===== config.mk =====
export PLATFORM = sky130hd
export DESIGN_NAME = seg7_scan_driver_flat
export DESIGN_NICKNAME = d
export VERILOG_FILES = /design/src/rtl/seg7_scan_driver_if.sv /design/src/rtl/seg7_scan_driver.sv /design/src/flat_wrapper.sv
export SDC_FILE = /design/constraint.sdc
export NUM_CORES = 1
export LEC_CHECK = 0
export CAP_MARGIN = 5
export CORE_ASPECT_RATIO = 0.9
export CORE_MARGIN = 5
export CORE_UTILIZATION = 35
export DETAILED_ROUTE_END_ITERATION = 8
export PLACE_DENSITY = 0.52
export SETUP_SLACK_MARGIN = 0.2
export SLEW_MARGIN = 40
export SYNTH_ARGS = -nofsm -noshare
export SYNTH_HDL_FRONTEND = slang
export SYNTH_SLANG_ARGS = --single-unit

===== constraint.sdc =====
create_clock -name clk -period 4.4 [get_ports clk]
set_input_delay 0.88 -clock clk [delete_from_list [all_inputs] [get_ports clk]]
set_output_delay 0.88 -clock clk [all_outputs]
set_load 0.1 [all_outputs]

===== src/rtl/seg7_scan_driver_if.sv =====
// Bundle between seg7_scan_driver and its user: the load/config inputs and
// the scanned display pin outputs.
interface seg7_scan_driver_if #(
  parameter int N_DIGITS = 8
);
  logic                  en;
  logic                  load;
  logic [4*N_DIGITS-1:0] data;
  logic [N_DIGITS-1:0]   dp_in;
  logic                  hex_mode;
  logic                  lz_blank;
  logic [6:0]            seg;
  logic                  dp;
  logic [N_DIGITS-1:0]   dig_sel;
  logic                  frame_done;

  modport master (output en, load, data, dp_in, hex_mode, lz_blank,
                  input  seg, dp, dig_sel, frame_done);
  modport slave  (input  en, load, data, dp_in, hex_mode, lz_blank,
                  output seg, dp, dig_sel, frame_done);
endinterface


===== src/rtl/seg7_scan_driver.sv =====
// Time-multiplexed N-digit 7-segment driver: hex/BCD glyphs, leading-zero
// blanking, per-digit dp, frame-boundary (tear-free) load and blank gap.
module seg7_scan_driver #(
  parameter int N_DIGITS       = 8,
  parameter int DWELL          = 1000,
  parameter int GAP            = 4,
  parameter bit SEG_ACTIVE_LOW = 1'b0
) (
  input  logic              clk,
  input  logic              rst_n,
  seg7_scan_driver_if.slave bus
);
  localparam int IW   = (N_DIGITS > 1) ? $clog2(N_DIGITS) : 1;
  localparam int CMAX = (DWELL > GAP) ? DWELL : GAP;
  localparam int CW   = $clog2(CMAX + 1);
  localparam logic [6:0] SEG_OFF = SEG_ACTIVE_LOW ? 7'h7F : 7'h00;
  localparam logic       DP_OFF  = SEG_ACTIVE_LOW;

  typedef enum logic [1:0] {s_idle = 2'd0, s_gap = 2'd1, s_show = 2'd2} state_t;

  typedef struct packed {
    logic [4*N_DIGITS-1:0] data;
    logic [N_DIGITS-1:0]   dp;
    logic                  hex;
    logic                  lz;
  } cfg_t;

  function automatic logic [6:0] glyph(input logic [3:0] nib, input logic hex);
    logic [6:0] g;
    if (!hex && (nib > 4'd9)) begin
      g = 7'b1110110;
    end else begin
      case (nib)
        4'h0: g = 7'b1111110;
        4'h1: g = 7'b0110000;
        4'h2: g = 7'b1101101;
        4'h3: g = 7'b1111001;
        4'h4: g = 7'b0110011;
        4'h5: g = 7'b1011011;
        4'h6: g = 7'b1011111;
        4'h7: g = 7'b1110000;
        4'h8: g = 7'b1111111;
        4'h9: g = 7'b1111011;
        4'hA: g = 7'b1110111;
        4'hB: g = 7'b0011111;
        4'hC: g = 7'b1001110;
        4'hD: g = 7'b0111101;
        4'hE: g = 7'b1001111;
        4'hF: g = 7'b1000111;
        default: g = 7'b0000000;
      endcase
    end
    return g;
  endfunction

  state_t              state_r, state_nxt_s;
  logic [IW-1:0]       idx_r, idx_nxt_s;
  logic [CW-1:0]       cnt_r, cnt_nxt_s;
  cfg_t                pend_r, pend_nxt_s, act_r, act_nxt_s, cfg_in_s;
  logic [6:0]          seg_r, seg_raw_s, seg_nxt_s;
  logic                dp_r, dp_raw_s, dp_nxt_s;
  logic [N_DIGITS-1:0] dig_sel_r, dig_nxt_s, onehot_s, blank_s;
  logic                frame_done_r;
  logic                last_show_s, frame_end_s, boundary_s, show_s;
  logic                uz_s, blank_sel_s, dp_sel_s;
  logic [3:0]          nib_s;

  assign cfg_in_s    = cfg_t'({bus.data, bus.dp_in, bus.hex_mode, bus.lz_blank});
  assign last_show_s = (state_r == s_show) && (cnt_r == CW'(DWELL - 1));
  assign frame_end_s = last_show_s && (idx_r == IW'(N_DIGITS - 1));
  // Frame boundary: wrap into digit 0, or (re)start from idle.
  assign boundary_s  = bus.en && (frame_end_s || (state_r == s_idle));

  // Scan sequencer next state.
  always_comb begin
    state_nxt_s = state_r;
    idx_nxt_s   = idx_r;
    cnt_nxt_s   = cnt_r;
    if (!bus.en) begin
      state_nxt_s = s_idle;
      idx_nxt_s   = '0;
      cnt_nxt_s   = '0;
    end else begin
      case (state_r)
        s_idle: begin
          idx_nxt_s   = '0;
          cnt_nxt_s   = '0;
          state_nxt_s = (GAP > 0) ? s_gap : s_show;
        end
        s_gap: begin
          if (cnt_r == CW'(GAP - 1)) begin
            cnt_nxt_s   = '0;
            state_nxt_s = s_show;
          end else begin
            cnt_nxt_s = cnt_r + CW'(1);
          end
        end
        s_show: begin
          if (last_show_s) begin
            cnt_nxt_s   = '0;
            idx_nxt_s   = frame_end_s ? '0 : idx_r + IW'(1);
            state_nxt_s = (GAP > 0) ? s_gap : s_show;
          end else begin
            cnt_nxt_s = cnt_r + CW'(1);
          end
        end
        default: begin
          state_nxt_s = s_idle;
          idx_nxt_s   = '0;
          cnt_nxt_s   = '0;
        end
      endcase
    end
  end

  // Pending/active config; a load on the boundary edge lands directly in active.
  always_comb begin
    pend_nxt_s = pend_r;
    act_nxt_s  = act_r;
    if (bus.load) begin
      pend_nxt_s = cfg_in_s;
    end else begin
      pend_nxt_s = pend_r;
    end
    if (boundary_s) begin
      act_nxt_s = pend_nxt_s;
    end else begin
      act_nxt_s = act_r;
    end
  end

  // Pin values for the cycle after this edge, from next state and next config.
  always_comb begin
    uz_s  = 1'b1;
    nib_s = 4'h0;
    for (int k = N_DIGITS - 1; k >= 0; k--) begin
      uz_s       = uz_s && (act_nxt_s.data[4*k +: 4] == 4'h0);
      blank_s[k] = (k != 0) && uz_s;
      onehot_s[k] = (idx_nxt_s == IW'(k));
      nib_s      = nib_s | ({4{onehot_s[k]}} & act_nxt_s.data[4*k +: 4]);
    end
    blank_sel_s = |(onehot_s & blank_s);
    dp_sel_s    = |(onehot_s & act_nxt_s.dp);
    show_s      = (state_nxt_s == s_show);
    if (show_s) begin
      seg_raw_s = (act_nxt_s.lz && blank_sel_s) ? 7'h00 : glyph(nib_s, act_nxt_s.hex);
      dp_raw_s  = dp_sel_s;
    end else begin
      seg_raw_s = 7'h00;
      dp_raw_s  = 1'b0;
    end
    seg_nxt_s = SEG_ACTIVE_LOW ? ~seg_raw_s : seg_raw_s;
    dp_nxt_s  = SEG_ACTIVE_LOW ? ~dp_raw_s : dp_raw_s;
    dig_nxt_s = ~(onehot_s & {N_DIGITS{show_s}});
  end

  // State, config and registered pin outputs.
  always_ff @(posedge clk or negedge rst_n) begin
    if (!rst_n) begin
      state_r      <= s_idle;
      idx_r        <= '0;
      cnt_r        <= '0;
      pend_r       <= '0;
      act_r        <= '0;
      seg_r        <= SEG_OFF;
      dp_r         <= DP_OFF;
      dig_sel_r    <= '1;
      frame_done_r <= 1'b0;
    end else begin
      state_r      <= state_nxt_s;
      idx_r        <= idx_nxt_s;
      cnt_r        <= cnt_nxt_s;
      pend_r       <= pend_nxt_s;
      act_r        <= act_nxt_s;
      seg_r        <= seg_nxt_s;
      dp_r         <= dp_nxt_s;
      dig_sel_r    <= dig_nxt_s;
      frame_done_r <= frame_end_s && bus.en;
    end
  end

  assign bus.seg        = seg_r;
  assign bus.dp         = dp_r;
  assign bus.dig_sel    = dig_sel_r;
  assign bus.frame_done = frame_done_r;
endmodule


===== src/flat_wrapper.sv =====
// flat-port wrapper written by rule: the top's interface ports become plain ports
module seg7_scan_driver_flat 
#(
  parameter int N_DIGITS       = 8,
  parameter int DWELL          = 1000,
  parameter int GAP            = 4,
  parameter bit SEG_ACTIVE_LOW = 1'b0
)
  (clk, rst_n, bus_en, bus_load, bus_data, bus_dp_in, bus_hex_mode, bus_lz_blank, bus_seg, bus_dp, bus_dig_sel, bus_frame_done);
  seg7_scan_driver_if #(.N_DIGITS(N_DIGITS)) bus_i ();
  input  logic clk;
  input  logic rst_n;
  input wire logic [$bits(bus_i.en)-1:0] bus_en;
  input wire logic [$bits(bus_i.load)-1:0] bus_load;
  input wire logic [$bits(bus_i.data)-1:0] bus_data;
  input wire logic [$bits(bus_i.dp_in)-1:0] bus_dp_in;
  input wire logic [$bits(bus_i.hex_mode)-1:0] bus_hex_mode;
  input wire logic [$bits(bus_i.lz_blank)-1:0] bus_lz_blank;
  output wire logic [$bits(bus_i.seg)-1:0] bus_seg;
  output wire logic [$bits(bus_i.dp)-1:0] bus_dp;
  output wire logic [$bits(bus_i.dig_sel)-1:0] bus_dig_sel;
  output wire logic [$bits(bus_i.frame_done)-1:0] bus_frame_done;
  assign bus_i.en = bus_en;
  assign bus_i.load = bus_load;
  assign bus_i.data = bus_data;
  assign bus_i.dp_in = bus_dp_in;
  assign bus_i.hex_mode = bus_hex_mode;
  assign bus_i.lz_blank = bus_lz_blank;
  assign bus_seg = bus_i.seg;
  assign bus_dp = bus_i.dp;
  assign bus_dig_sel = bus_i.dig_sel;
  assign bus_frame_done = bus_i.frame_done;
  seg7_scan_driver #(.N_DIGITS(N_DIGITS), .DWELL(DWELL), .GAP(GAP), .SEG_ACTIVE_LOW(SEG_ACTIVE_LOW)) u_core (.clk(clk), .rst_n(rst_n), .bus(bus_i));
endmodule

Word-level counts from Yosys, hierarchy flattened
Memory sizes are Yosys's and may differ from the RTL's.
Index checks and enable logic that the tools add are counted.
{"block": "classes", "n_bitwise": 19, "n_reduce_logical": 25, "order_cmp": 1, "add_sub_neg": 2, "n_eq_ne": 13, "n_mux": 18}
{"operator": "42-bit two-way mux", "count": 2}
{"operator": "4-bit bitwise AND", "count": 8}
{"operator": "10-bit two-way mux", "count": 3}
{"operator": "4-bit logical NOT", "count": 7}
{"operator": "4-bit OR", "count": 7}
{"operator": "8-bit bitwise AND", "count": 3}
{"operator": "7-bit two-way mux", "count": 3}
{"operator": "10-bit case mux with 2 select lines", "count": 1}
{"operator": "8-bit OR reduction", "count": 2}
{"operator": "3-bit == test (second input constant)", "count": 5}
{"operator": "1-bit logical AND", "count": 12}
{"operator": "10-bit by 1-bit adder with 10-bit output (second input constant)", "count": 1}
{"operator": "10-bit == test (second input constant)", "count": 1}
{"operator": "10-bit by 2-bit == test with 1-bit output (second input constant)", "count": 1}
{"operator": "3-bit two-way mux", "count": 3}
{"operator": "8-bit inverter", "count": 1}
{"operator": "3-bit by 2-bit == test with 1-bit output (second input constant)", "count": 2}
{"operator": "2-bit two-way mux", "count": 3}
{"operator": "2-bit case mux with 3 select lines", "count": 1}
{"operator": "3-bit case mux with 2 select lines", "count": 1}
{"operator": "2-bit == test (second input constant)", "count": 2}
{"operator": "4-bit greater-than comparator (second input constant)", "count": 1}
{"operator": "3-bit by 1-bit adder with 3-bit output (second input constant)", "count": 1}
{"operator": "3-bit by 1-bit == test with 1-bit output (second input constant)", "count": 1}
{"operator": "6 further kinds", "count": 6}
{"block": "word_totals", "reg_bits": 116, "out_inout_bits": 17, "word_cells": 94, "romBits": 112, "input_bits": 46, "n_memories": 1}
{"memory": "(no name shown)", "depth": 16, "width": 7, "rd": 1, "rd_clocked_by_memory_dff": 0, "write_ports": 0, "line_no": "seg7_scan_driver.sv:33", "rtl": "case (nib)"}

Longest topological paths before layout
{"block": "logic_depth", "word_depth": 21, "depth_mapped": 18, "mapped_depth_nobuf": 16}

Worst setup path before layout
Ideal clock, no wire load.
{"block": "synth_path", "path_type": "register -> register", "start": "reg u_core.state_r[0]", "end": "reg u_core.seg_r[6] (netlist: u_core.bus.seg[6])", "path_slack_ps": 551, "synth_period_minus_slack_ps": 3849, "n_path_buf": 3, "arrival_time_ps": 3769, "stages_incl_launch_ff": 19, "t_required_ps": 4320, "setup_ps": 80, "path_cell_list": "dfrtp_1 > inv_1 > ha_1 > clkbuf_1 > nand3_1 > or4_1 > buf_4 > nand2_4 > buf_6 > mux2i_1 > o22ai_1 > a32o_1 > a2111oi_4 > inv_2 > ha_1 > inv_1 > nor3_1 > a311o_1 > a21oi_1"}
{"block": "synth_between", "elab_chain_cells": 21, "elab_cells_between_ends": 63, "classes_between": "order compare: 1; eq/ne: 10; mux: 12; bitwise: 16; reduce/logical: 23; memory: 1"}
{"item": "from (decl)", "line_no": "seg7_scan_driver.sv:56", "rtl": "state_t state_r, state_nxt_s;"}
{"item": "from (signal assigned)", "line_no": "seg7_scan_driver.sv:160", "rtl": "state_r <= s_idle;"}
{"item": "from (signal assigned)", "line_no": "seg7_scan_driver.sv:170", "rtl": "state_r <= state_nxt_s;"}
{"item": "2-bit == test", "line_no": "seg7_scan_driver.sv:69, seg7_scan_driver.sv:84"}
{"item": "1-bit logical AND", "line_no": "seg7_scan_driver.sv:69", "rtl": "assign last_show_s = (state_r == s_show) && (cnt_r == CW'(DWELL - 1));"}
{"item": "1-bit logical AND", "line_no": "seg7_scan_driver.sv:70", "rtl": "assign frame_end_s = last_show_s && (idx_r == IW'(N_DIGITS - 1));"}
{"item": "3-bit two-way mux", "line_no": "seg7_scan_driver.sv:101", "rtl": "idx_nxt_s = frame_end_s ? '0 : idx_r + IW'(1);"}
{"item": "3-bit two-way mux", "line_no": "seg7_scan_driver.sv:99", "rtl": "if (last_show_s) begin"}
{"item": "3-bit case mux with 2 select lines", "line_no": "seg7_scan_driver.sv:84", "rtl": "case (state_r)"}
{"item": "3-bit two-way mux", "line_no": "seg7_scan_driver.sv:79", "rtl": "if (!bus.en) begin"}
{"item": "3-bit == test", "line_no": "seg7_scan_driver.sv:139", "rtl": "onehot_s[k] = (idx_nxt_s == IW'(k));"}
{"item": "4-bit bitwise AND", "line_no": "seg7_scan_driver.sv:140", "rtl": "nib_s = nib_s | ({4{onehot_s[k]}} & act_nxt_s.data[4*k +: 4]);"}
{"item": "4-bit OR (7 in a row)", "line_no": "seg7_scan_driver.sv:140"}
{"item": "4-bit greater-than comparator", "line_no": "seg7_scan_driver.sv:30", "rtl": "if (!hex && (nib > 4'd9)) begin"}
{"item": "1-bit logical AND", "line_no": "seg7_scan_driver.sv:30"}
{"item": "7-bit two-way mux", "line_no": "seg7_scan_driver.sv:30"}
{"item": "7-bit two-way mux", "line_no": "seg7_scan_driver.sv:146", "rtl": "seg_raw_s = (act_nxt_s.lz && blank_sel_s) ? 7'h00 : glyph(nib_s, act_nxt_s.hex);"}
{"item": "7-bit two-way mux *", "line_no": "seg7_scan_driver.sv:145", "rtl": "if (show_s) begin"}
{"item": "via u_core.seg_nxt_s[6]", "line_no": "seg7_scan_driver.sv:60", "rtl": "logic [6:0] seg_r, seg_raw_s, seg_nxt_s;"}
{"item": "to (signal assigned)", "line_no": "seg7_scan_driver.sv:175", "rtl": "seg_r <= seg_nxt_s;"}
{"item": "to (decl)", "line_no": "seg7_scan_driver.sv:60"}
The timed path passes the listed nets; every way through them passes the cells marked *.

Final worst setup path
{"block": "layout_path", "start": "reg u_core.cnt_r[0]", "end": "reg u_core.seg_r[6] (netlist: u_core.bus.seg[6])"}
{"block": "layout_between", "elab_chain_cells": 21, "elab_cells_between_ends": 62, "classes_between": "order compare: 1; eq/ne: 10; mux: 12; bitwise: 16; reduce/logical: 22; memory: 1"}
{"item": "from (decl)", "line_no": "seg7_scan_driver.sv:58", "rtl": "logic [CW-1:0] cnt_r, cnt_nxt_s;"}
{"item": "from (signal assigned)", "line_no": "seg7_scan_driver.sv:172", "rtl": "cnt_r <= cnt_nxt_s;"}
{"item": "10-bit == test", "line_no": "seg7_scan_driver.sv:69"}
{"item": "1-bit logical AND", "line_no": "seg7_scan_driver.sv:69"}
{"item": "1-bit logical AND", "line_no": "seg7_scan_driver.sv:70"}
{"item": "3-bit two-way mux", "line_no": "seg7_scan_driver.sv:101"}
{"item": "3-bit two-way mux", "line_no": "seg7_scan_driver.sv:99"}
{"item": "3-bit case mux with 2 select lines", "line_no": "seg7_scan_driver.sv:84"}
{"item": "3-bit two-way mux", "line_no": "seg7_scan_driver.sv:79"}
{"item": "3-bit == test", "line_no": "seg7_scan_driver.sv:139"}
{"item": "4-bit bitwise AND", "line_no": "seg7_scan_driver.sv:140"}
{"item": "4-bit OR (7 in a row)", "line_no": "seg7_scan_driver.sv:140"}
{"item": "4-bit greater-than comparator", "line_no": "seg7_scan_driver.sv:30"}
{"item": "1-bit logical AND", "line_no": "seg7_scan_driver.sv:30"}
{"item": "7-bit two-way mux", "line_no": "seg7_scan_driver.sv:30"}
{"item": "7-bit two-way mux", "line_no": "seg7_scan_driver.sv:146"}
{"item": "7-bit two-way mux *", "line_no": "seg7_scan_driver.sv:145"}
{"item": "via u_core.seg_nxt_s[6]", "line_no": "seg7_scan_driver.sv:60"}
Marked as above.

==> summary.txt <==
Run status
  – Status: complete, no violations

Timing
  – Fin crit period: 3.989 ns
  – F_max: 250.7 MHz
  – PnR worst setup slack: 0.4109 ns
  – Fin Hold WS: 0.4497 ns
  – RSZ-0062 raised after global routing: false
  – Slew headroom: 48.07%
  – Setup TNS: 0 ns
  – Final period utilization: 90.66%
  – Fin. max-slew vios: 0
  – Slew of the pin with the lowest slew margin: 0.7761 ns
  – Fin. Hold Viols: 0
  – Clock Skew: 0.01306 ns
  – Finish-stage setup viols: 0

Global routing
  – First-pass GRT wire length: 22630 µm
  – Antenna violations before repair: 0
  – Vias in the first global route: 4226
  – Total global routing overflow: 0
  – Total global-route track usage: 16.03%
  – Largest net degree at the start of global routing: 65

Clock tree
  – Clk_lat worst skew: 0.42 ns
  – H-tree levels: 4
  – TritonCTS clock tree: yes
  – Num CTS Buffers: 17
  – CTS max path bufs: 2
  – Root Driver: clkbuf_16
  – Clk sinks: 116
  – Hold-fix buffers, CTS: 0
  – Worst-path clk slew: 0.06 ns

Placement
  – Post-place setup slack: 0.04492 ns
  – Final GP Congestion: 0.9213
  – IO buf count: 62
  – Hpwl dp: 10110 µm

Route
  – Post-route ant nets: 0
  – Routed vias: 4014
  – WL final: 13980 µm
  – First-pass detailed-route iteration total: 4
  – Violation count after the first detailed-route iteration: 265
  – # DRC: 0
  – Avg Vias per Cell: 5.094
  – Routed WL per cell: 17.74 µm

Die
  – Io pins: 63
  – Die Y: 129.3 µm
  – Die Area: 0.01843 mm²
  – Initial Util: 35.72%
  – Die width: 142.5 µm
  – CORE AREA: 0.01549 mm²
  – Row cnt: 43

Final layout
  – Multi-input gate area: 0.002396 mm²
  – Final antenna diode count: 0
  – Area growth syn-to-layout: 26.11%
  – Layout cell share with drive strength beyond 1: 25.94%
  – Final Util: 45.04%
  – Most frequent cells in the layout: 108 x dfrtp_1, 65 x nor2_1, 54 x mux2_2
  – Fillers: 1456
  – Storage cell area: 0.002913 mm²
  – Final net count: 629
  – Most common cell after layout, fill and taps aside: dfrtp_1

Power
  – Static Leak: 2.986 nW
  – Cell Pwr Density: 453.7 mW/mm²
  – VDD IR max: 0.0002522 V

Critical path
  – Worst Path Arrival: 4.31 ns
  – Crit-path max FO: 18
  – CP max stage delay: 0.60 ns
  – Crit-path slowest cell: or4_4
  – Worst setup EP type: flop
  – CP required: 4.73 ns
  – Kind of critical path: reg2reg
  – Critical-path cell list: ha_1 -> or3b_4 -> or4_4 -> nand2_8 -> mux2i_1 -> mux2i_1 -> a32o_1 -> a2111oi_4 -> inv_2 -> ha_1 -> inv_1 -> nor3_1 -> a311o_1 -> a21oi_1
  – Critical path launch point type: flop

Logic synthesis
  – Syn Inst Count: 497
  – Syn Nets: 553
  – Sequential area share after synthesis: 52.63%
  – Post-Syn Area per Cell: 11.13 µm²
  – YS warnings: 0
  – Yosys reg bits: 116
  – Ys async rst share: 100.0%
  – Post-synth EDFFs: 0
  – Predominant post-synthesis flop cell: dfrtp_1
  – Unique masters post-synth: 70
  – Post-Syn Area: 0.005534 mm²

Worst hold path
  – HP Class: in2async

Run
  – Max Cap Viol: 0
[path summary, 6_finish.rpt]
kind | start | to | slack, ns | cells past startpoint
setup / recovery | u_core.cnt_r[0] | u_core.bus.seg[6] | 0.41 | 14
hold / removal | rst_n | u_core.pend_r[16] | 0.45 | 1
setup reg to reg | u_core.cnt_r[0] | u_core.bus.seg[6] | 0.41 | 14
hold reg to reg | u_core.cnt_r[0] | u_core.cnt_r[0] | 0.48 | 1
max in group asynchronous | rst_n | u_core.bus.dig_sel[0] | 3.02 | 2
min in group clk | u_core.cnt_r[0] | u_core.cnt_r[0] | 0.48 | 1
[registers in the layout, indices dropped and copies added, names as in the netlist]
signal and cells:
u_core.act_r 42, u_core.bus.dig_sel 8, u_core.bus.dp 1, u_core.bus.frame_done 1, u_core.bus.seg 7, u_core.cnt_r 10, u_core.idx_r 3, u_core.pend_r 42
u_core.state_r 2
[synthesized netlist by cell type, drive strengths merged (3+ instances only)]
cell type,count,share of area [%]
o2111ai,4,0.63
clkbuf,8,0.57
nor4,8,0.90
mux2,56,11
nand3,19,1.7
nor2,66,4.5
nor3,14,1.3
a221oi,3,0.59
a31oi,3,0.34
xnor2,3,0.47
a21oi,20,1.9
and2,4,0.45
buf,16,2.0
nand2,27,2.0
o21ai,14,1.3
ha,10,2.3
xor2,5,0.79
or2,3,0.34
o22ai,3,0.34
inv,26,1.8
mux2i,20,3.6
dfstp,8,3.8
dfrtp,108,49
[routing by layer]
layer	track usage [%]	vias to the layer above	part of all wire (%)
met1	22.13	1957	48
met3	4.760	18	5.4
met2	24.20	120	45
met5	0	-	0
met4	5.478	0	1.6
li1	-	1919	-
[cell families (layout without fill, tap and decap cells)]
family	Yosys count	count (layout)	synth area share, %
mux	76	76	15.08
buf+inv	50	139	4.364
xor+xnor	8	8	1.266
simple gates	160	160	13.95
fa+ha+maj	10	10	2.261
compound gates	77	77	10.45
flops	116	116	52.63
[critical path: cells and delay by family (launching register included)]
kind,cells,cell delay [ns]
AO/OA/AOI/OAI,4,1.23
flip-flops,1,0.38
adder cells (fa/ha/maj),2,0.44
AND/OR/NAND/NOR,4,1.27
buffers and inverters,2,0.21
multiplexers,2,0.37
[area by class of cell]
cell class	instances	area share (%)
clock buffer	20	6.687
sequential	116	41.74
inverter	26	1.434
multi-input combinational	331	34.33
tap	202	3.621
timing repair buffer	81	9.663
clock inverter	12	2.528
[where the power goes]
group          internal [mW]  switching [mW]
logic                  0.209           0.262
registers               1.18          0.0308
clock network          0.991           0.492
total                   2.38           0.785
[through the flow]
stage / std cells / cell area [µm²] / power, mW
after floorplan: 497 / 5534 / 1.527
after global placement: 755 / 6394 / 1.688
after detailed placement: 755 / 6309 / 1.697
after CTS: 787 / 6952 / 3.201
after global routing: 788 / 6979 / 3.315
final: 788 / 6979 / 3.166
[repair_timing]
item,in CTS,in global routing
buffers inserted,0,1
endpoints found under the hold margin,0,0
setup endpoints to repair,0,6
resized for setup,0,3
Note: power is estimated with default switching activity, not from simulation.
